`src/rtl/debug_uart_pkg.sv`:
```
// Shared definitions for the debug-port UART transmitter: FSM encoding,
// default prescale and the idle line level.
package debug_uart_pkg;

    typedef enum logic [1:0] {
        IDLE  = 2'd0,
        START = 2'd1,
        DATA  = 2'd2,
        STOP  = 2'd3
    } uart_state_t;

    localparam int   PRESCALE_DEFAULT = 32;
    localparam logic IDLE_LEVEL       = 1'b1;

endpackage

```
`src/rtl/debug_uart_tx_if.sv`:
```
// Control/data bundle between the debug controller/autobaud side and the
// UART transmitter.
interface debug_uart_tx_if;

    logic       baud_wr;
    logic [7:0] baud_div;
    logic [1:0] rx_sel;
    logic [7:0] tx_data;
    logic       tx_valid;
    logic       tx_ready;
    logic       busy;

    modport master (
        output baud_wr, baud_div, rx_sel, tx_data, tx_valid,
        input  tx_ready, busy
    );

    modport slave (
        input  baud_wr, baud_div, rx_sel, tx_data, tx_valid,
        output tx_ready, busy
    );

endinterface

```
`src/rtl/debug_baud_timer.sv`:
```
// Bit-period timer: counts div*PRESCALE clocks while running and pulses
// bit_end on the last clock of each bit period.
module debug_baud_timer
    import debug_uart_pkg::*;
#(
    parameter int PRESCALE = PRESCALE_DEFAULT
) (
    input  logic       clk,
    input  logic       rst,
    input  logic       run,
    input  logic [7:0] div,
    output logic       bit_end
);

    logic [12:0] count;
    logic [12:0] limit;

    // With the default prescale of 32 this is just div shifted left by 5.
    assign limit   = 13'(32'(div) * 32'(PRESCALE) - 32'd1);
    assign bit_end = run && (count == limit);

    always_ff @(posedge clk) begin
        if (rst) begin
            count <= '0;
        end else if (!run || bit_end) begin
            count <= '0;
        end else begin
            count <= count + 13'd1;
        end
    end

endmodule

```
`src/rtl/debug_uart_tx.sv`:
```
// Debug-port UART transmitter: sends 8N1 frames (1 or 2 stop bits) on the
// TX pin picked by the autobaud detector; unselected pins idle high.
module debug_uart_tx
    import debug_uart_pkg::*;
#(
    parameter int STOP_BITS = 1,
    parameter int PRESCALE  = PRESCALE_DEFAULT
) (
    input  logic           clk,
    input  logic           rst,
    debug_uart_tx_if.slave bus,
    output logic           tx1,
    output logic           tx2,
    output logic           tx3
);

    uart_state_t state, state_next;

    logic [7:0] div_reg;
    logic [7:0] div_pend;
    logic       pend;
    logic [1:0] sel_reg, sel_next;
    logic [7:0] shift_reg, shift_next;
    logic [2:0] bit_idx, idx_next;
    logic       stop_cnt, stop_next;
    logic       line_next;
    logic       bit_end;
    logic       accept;

    debug_baud_timer #(
        .PRESCALE (PRESCALE)
    ) u_timer (
        .clk     (clk),
        .rst     (rst),
        .run     (state != IDLE),
        .div     (div_reg),
        .bit_end (bit_end)
    );

    assign bus.tx_ready = (state == IDLE) && (div_reg != 8'd0) &&
                          (bus.rx_sel != 2'd0) && !pend;
    assign bus.busy     = (state != IDLE);
    assign accept       = bus.tx_valid && bus.tx_ready;

    always_comb begin
        state_next = state;
        sel_next   = sel_reg;
        shift_next = shift_reg;
        idx_next   = bit_idx;
        stop_next  = stop_cnt;
        line_next  = IDLE_LEVEL;

        case (state)
            IDLE: begin
                if (accept) begin
                    shift_next = bus.tx_data;
                    sel_next   = bus.rx_sel;
                    idx_next   = 3'd0;
                    stop_next  = 1'b0;
                    state_next = START;
                end
            end
            START: begin
                if (bit_end) begin
                    state_next = DATA;
                end
            end
            DATA: begin
                if (bit_end) begin
                    shift_next = {1'b0, shift_reg[7:1]};
                    idx_next   = bit_idx + 3'd1;
                    if (bit_idx == 3'd7) begin
                        stop_next  = 1'b0;
                        state_next = STOP;
                    end
                end
            end
            STOP: begin
                if (bit_end) begin
                    if (stop_cnt == 1'(STOP_BITS - 1)) begin
                        state_next = IDLE;
                    end else begin
                        stop_next = stop_cnt + 1'b1;
                    end
                end
            end
            default: state_next = IDLE;
        endcase

        // The line level is derived from the upcoming state so the registered
        // TX pins change on the same edge as the FSM.
        case (state_next)
            START:   line_next = 1'b0;
            DATA:    line_next = shift_next[0];
            default: line_next = IDLE_LEVEL;
        endcase
    end

    always_ff @(posedge clk) begin
        if (rst) begin
            state     <= IDLE;
            sel_reg   <= 2'd0;
            shift_reg <= 8'd0;
            bit_idx   <= 3'd0;
            stop_cnt  <= 1'b0;
            tx1       <= IDLE_LEVEL;
            tx2       <= IDLE_LEVEL;
            tx3       <= IDLE_LEVEL;
        end else begin
            state     <= state_next;
            sel_reg   <= sel_next;
            shift_reg <= shift_next;
            bit_idx   <= idx_next;
            stop_cnt  <= stop_next;
            tx1       <= (sel_next == 2'd1) ? line_next : IDLE_LEVEL;
            tx2       <= (sel_next == 2'd2) ? line_next : IDLE_LEVEL;
            tx3       <= (sel_next == 2'd3) ? line_next : IDLE_LEVEL;
        end
    end

    // A divisor written while a frame is running is parked in div_pend and
    // only takes effect once the FSM is back in IDLE, so bit timing never
    // changes inside a frame.
    always_ff @(posedge clk) begin
        if (rst) begin
            div_reg  <= 8'd0;
            div_pend <= 8'd0;
            pend     <= 1'b0;
        end else if (bus.baud_wr) begin
            if (state == IDLE) begin
                div_reg <= bus.baud_div;
                pend    <= 1'b0;
            end else begin
                div_pend <= bus.baud_div;
                pend     <= 1'b1;
            end
        end else if ((state == IDLE) && pend) begin
            div_reg <= div_pend;
            pend    <= 1'b0;
        end
    end

endmodule

```
`src/flat_wrapper.sv`:
```
// flat-port wrapper written by rule: the top's interface ports become plain ports
module debug_uart_tx_flat import debug_uart_pkg::*;
#(
    parameter int STOP_BITS = 1,
    parameter int PRESCALE  = PRESCALE_DEFAULT
)
  (clk, rst, tx1, tx2, tx3, bus_baud_wr, bus_baud_div, bus_rx_sel, bus_tx_data, bus_tx_valid, bus_tx_ready, bus_busy);
  debug_uart_tx_if bus_i ();
  input  logic clk;
  input  logic rst;
  output logic tx1;
  output logic tx2;
  output logic tx3;
  input wire logic [$bits(bus_i.baud_wr)-1:0] bus_baud_wr;
  input wire logic [$bits(bus_i.baud_div)-1:0] bus_baud_div;
  input wire logic [$bits(bus_i.rx_sel)-1:0] bus_rx_sel;
  input wire logic [$bits(bus_i.tx_data)-1:0] bus_tx_data;
  input wire logic [$bits(bus_i.tx_valid)-1:0] bus_tx_valid;
  output wire logic [$bits(bus_i.tx_ready)-1:0] bus_tx_ready;
  output wire logic [$bits(bus_i.busy)-1:0] bus_busy;
  assign bus_i.baud_wr = bus_baud_wr;
  assign bus_i.baud_div = bus_baud_div;
  assign bus_i.rx_sel = bus_rx_sel;
  assign bus_i.tx_data = bus_tx_data;
  assign bus_i.tx_valid = bus_tx_valid;
  assign bus_tx_ready = bus_i.tx_ready;
  assign bus_busy = bus_i.busy;
  debug_uart_tx #(.STOP_BITS(STOP_BITS), .PRESCALE(PRESCALE)) u_core (.clk(clk), .rst(rst), .bus(bus_i), .tx1(tx1), .tx2(tx2), .tx3(tx3));
endmodule
```
`config.mk`:
```
export PLATFORM = sky130hd
export DESIGN_NAME = debug_uart_tx_flat
export DESIGN_NICKNAME = d
export VERILOG_FILES = /design/src/rtl/debug_uart_pkg.sv /design/src/rtl/debug_uart_tx_if.sv /design/src/rtl/debug_baud_timer.sv /design/src/rtl/debug_uart_tx.sv /design/src/flat_wrapper.sv
export SDC_FILE = /design/constraint.sdc
export NUM_CORES = 1
export LEC_CHECK = 0
export CORE_ASPECT_RATIO = 2
export CORE_MARGIN = 5
export CORE_UTILIZATION = 56
export CTS_CLUSTER_DIAMETER = 30
export DETAILED_ROUTE_END_ITERATION = 7
export PLACE_DENSITY = 0.89
export SYNTH_ARGS = -nofsm -noshare
export SYNTH_HDL_FRONTEND = slang
export SYNTH_HIERARCHICAL = 1
export SYNTH_SLANG_ARGS = --single-unit
```
`constraint.sdc`:
```
create_clock -name clk -period 3.5 [get_ports clk]
set_input_delay 0.7 -clock clk [delete_from_list [all_inputs] [get_ports clk]]
set_output_delay 0.7 -clock clk [all_outputs]
set_load 0.01 [all_outputs]
```
==> flow_metrics.env <==
export IMPL_first_pass_grt_wire_length_um=8470
export IMPL_max_slew_margin_pct=47.2
export IMPL_synthToLayoutAreaGrowth_pct=15.3
export IMPL_worstRegToRegCells=11
export IMPL_fillers=341
export IMPL_cts_buffers_inserted=5
export IMPL_synth_avg_cell_area_um2=9.07
export IMPL_synth_seq_area_share_pct=39.7
export IMPL_p_leak_nw=1.06
export IMPL_crit_path_max_fanout=8
export IMPL_netlist_cell_type_count=48
export IMPL_achievable_frequency_ghz=0.332
export IMPL_initial_antenna_violation_count=0
export IMPL_postCtsSetupRepairBufs=0
export IMPL_most_crowded_layer_after_global_routing="met2"
export IMPL_boundaryPins=27
export IMPL_path_class="reg2reg"
export IMPL_tritoncts_num_sinks=48
export IMPL_floorplan_rows=34
export IMPL_fin_tns_setup_ns=0
export IMPL_largest_reg_flops=13
export IMPL_grt_total_usage_pct=18.0
export IMPL_share_of_flip_flops_with_an_asynchronous_set_or_reset_after_synthesis_pct=0
export IMPL_grt_pass1_vias=2011
export IMPL_worstPathRequired_ns=3.67
export IMPL_postSynthRegisterBits=48
export IMPL_pin_count_of_the_biggest_net_entering_global_routing=33
export IMPL_timing_hold_worst_class="reg2reg"
export IMPL_use_met3_pct=4.26
export IMPL_antenna_cells=0
export IMPL_die_height_um=103
export IMPL_final_cycle_utilization_of_the_critical_path_pct=86.1
export IMPL_grtUsageMet1_pct=20.9
export IMPL_netlist_area_um2=2420
export IMPL_cp_endpoint="u_core/tx2"
export IMPL_core_um2=4250
export IMPL_synthesis_yosys_warnings=6
export IMPL_cts_tree="done"
export IMPL_drt_pass1_iter_count=4
export IMPL_fin_skew_ns=0.00340
export IMPL_count_of_input_and_output_buffers=26
export IMPL_r2r_setup_slack_ns=0.49
export IMPL_r2r_startpoint="u_core/div_reg[0]"
export IMPL_power_density_nw_per_um2=424
export IMPL_final_layout_size_suffix_gt1_share_pct=8.65
export IMPL_finalSetupViolCount=0
export IMPL_initialDrtViolationCount=68
export IMPL_h_tree_depth=2
export IMPL_hold_viol_final=0
export IMPL_multiInputGateArea_um2=1350
export IMPL_design_area_um2=2790
export IMPL_final_min_period_ns=3.01
export IMPL_status="finished, final reports clean"
export IMPL_finalWeightedCongestion=0.820
export IMPL_finalHoldWorstSlack_ns=0.461
export IMPL_slew_violations=0
export IMPL_dieWidth_um=56.5
export IMPL_number_of_routed_nets_with_antenna_violations=0
export IMPL_vdd_drop_max_mv=0.307
export IMPL_worst_max_slew_pin_slew_ns=0.789
export IMPL_seqCellArea_um2=961
export IMPL_crit_slowest_cell="sky130_fd_sc_hd__dfxtp_1"
export IMPL_critical_path_max_stage_delay_ns=0.47
export IMPL_routed_via_count=2010
export IMPL_final_nets=315
export IMPL_met2_use_gr_pct=29.7
export IMPL_holdBufCountCts=0
export IMPL_drcViolationCount=0
export IMPL_end_kind="register"
export IMPL_initial_core_util_pct=56.9
export IMPL_registers_top_by_ff_count="u_core/u_timer/count"
export IMPL_setup_worst_path_start="u_core/div_reg[0]"
export IMPL_half_perimeter_wire_length_after_detailed_placement_um=3510
export IMPL_clk_pin_slew_ns=0.08
export IMPL_synth_top_flop_cell="sky130_fd_sc_hd__dfxtp_1"
export IMPL_detail_route_wirelength_um=4820
export IMPL_cap_viol_max_count=0
export IMPL_setup_repair_after_global_routing_missed_its_margin="no"
export IMPL_grt_overflow=0
export IMPL_post_drt_via_cell_ratio=5.86
export IMPL_dieArea_um2=5820
export IMPL_wl_per_cell_um=14.0
export IMPL_cts_root_buffer_cell="sky130_fd_sc_hd__clkbuf_8"
export IMPL_crit_path_start_kind="register"
export IMPL_worstHoldStart="u_core/u_timer/count[0]"
export IMPL_synth_edff_count=0
export IMPL_cts_repair_resized_insts=0
export IMPL_postSynthCellCount=267
export IMPL_power_w=0.00118
export IMPL_worstSkewPairLatency_ns=0.30
export IMPL_mappedNetlistNets=293
export IMPL_placedInstanceArea_um2=2700
export IMPL_clock_path_buffers=2
export IMPL_worstPathCellList="inv_1 -> ha_1 -> o21bai_1 -> a211oi_1 -> o21ai_0 -> a211oi_2 -> and2_2 -> nand2_1 -> or3_4 -> a2111oi_4 -> o211ai_1"
export IMPL_rr_endpoint="u_core/tx2"
export IMPL_worst_ep_arrival_time_ns=3.18
[worst max-delay path, delay by kind of cell, from the launching register on]
kind	cells	cell delay [ns]
flops	1	0.47
compound gates	6	1.34
buf+inv	1	0.08
fa+ha+maj	1	0.29
simple gates	3	0.69
[kinds of logic (layout without fill, tap and decap cells)]
| kind of cell | after synthesis | count (layout) | synth area share [%] |
|---|---|---|---|
| compound gates | 51 | 51 | 15.7 |
| xor+xnor | 19 | 19 | 6.87 |
| buf+inv | 22 | 44 | 4.55 |
| mux | 19 | 19 | 7.90 |
| simple gates | 104 | 104 | 23.3 |
| flops | 48 | 48 | 39.7 |
| fa+ha+maj | 4 | 4 | 2.07 |
[per-stage QoR]
step | instances | util (%) | worst slack (ns)
after floorplan | 267 | - | 0.704
after global placement | 336 | 63.4 | 0.650
after detailed placement | 336 | 63.4 | 0.500
after CTS | 343 | 65.6 | 0.486
after global routing | 343 | 65.6 | 0.243
final | 343 | 65.6 | 0.487
[power by group]
part           leakage, nW  internal [W]  switching (W)  total [W]
sequential           0.391      0.000575      0.0000328   0.000607
clock               0.0503      0.000176       0.000174   0.000350
combinational        0.621      0.000111       0.000115   0.000226
[placed cells by master, fill, tap and decap left out, types with 5 or more instances in the layout]
cell,count
sky130_fd_sc_hd__a22oi_1,7
sky130_fd_sc_hd__a211oi_1,10
sky130_fd_sc_hd__nand3_1,14
sky130_fd_sc_hd__nor3b_1,5
sky130_fd_sc_hd__nor2_1,28
sky130_fd_sc_hd__clkdlybuf4s50_1,26
sky130_fd_sc_hd__nor3_1,16
sky130_fd_sc_hd__inv_1,7
sky130_fd_sc_hd__xor2_1,7
sky130_fd_sc_hd__dfxtp_1,48
sky130_fd_sc_hd__xnor2_1,12
sky130_fd_sc_hd__nand2_1,13
sky130_fd_sc_hd__a21oi_1,15
sky130_fd_sc_hd__mux2i_1,18
sky130_fd_sc_hd__clkbuf_8,7
[routing by layer]
metal	part of all wire, %	routed length [um]	up-vias
li1	-	-	1011
met1	44	2120	931
met2	49	2350	51
met3	4.0	195	17
met4	3.2	154	0
met5	0	0	-
[cells in the mapped netlist (all sizes together) (2+ instances only)]
| cell | number | area, um2 |
|---|---|---|
| dfxtp | 48 | 961 |
| nor2 | 28 | 105 |
| mux2i | 18 | 180 |
| nor3 | 16 | 80.1 |
| a21oi | 15 | 75.1 |
| nand3 | 14 | 70.1 |
| nand2 | 13 | 48.8 |
| xnor2 | 12 | 105 |
| a211oi | 11 | 87.6 |
| clkbuf | 10 | 37.5 |
| a22oi | 7 | 52.6 |
| inv | 7 | 26.3 |
| xor2 | 7 | 61.3 |
| buf | 5 | 46.3 |
| nor3b | 5 | 37.5 |
| ha | 4 | 50.1 |
| nand4 | 4 | 25.0 |
| o211ai | 4 | 35.0 |
| o21ai | 4 | 20.0 |
| and3 | 3 | 18.8 |
| nand2b | 3 | 18.8 |
| a31oi | 2 | 12.5 |
| and2 | 2 | 13.8 |
| nand3b | 2 | 15.0 |
| nor2b | 2 | 12.5 |
| o211a | 2 | 20.0 |
| or2 | 2 | 12.5 |
| or2b | 2 | 17.5 |
| or3 | 2 | 17.5 |
| or4 | 2 | 22.5 |
[worst min path at each step]
stage | to | slack (ns) | cells after the start
after floorplan | u_core/u_timer/count[0] | 0.42 | 1
after global placement | u_core/u_timer/count[0] | 0.43 | 1
after global routing | u_core/shift_reg[2] | 0.49 | 2
final | u_core/u_timer/count[0] | 0.46 | 1
after CTS | u_core/u_timer/count[0] | 0.46 | 1
after detailed placement | u_core/u_timer/count[0] | 0.45 | 1
[layout make-up]
| class | instances | share of cell area, % |
|---|---|---|
| Tap cell | 54 | 2.42 |
| Timing Repair Buffer | 30 | 10.4 |
| Clock buffer | 7 | 3.45 |
| Multi-Input combinational cell | 197 | 48.4 |
| Inverter | 7 | 0.941 |
| Sequential cell | 48 | 34.4 |
No activity file was read; power rests on OpenSTA's default activity.
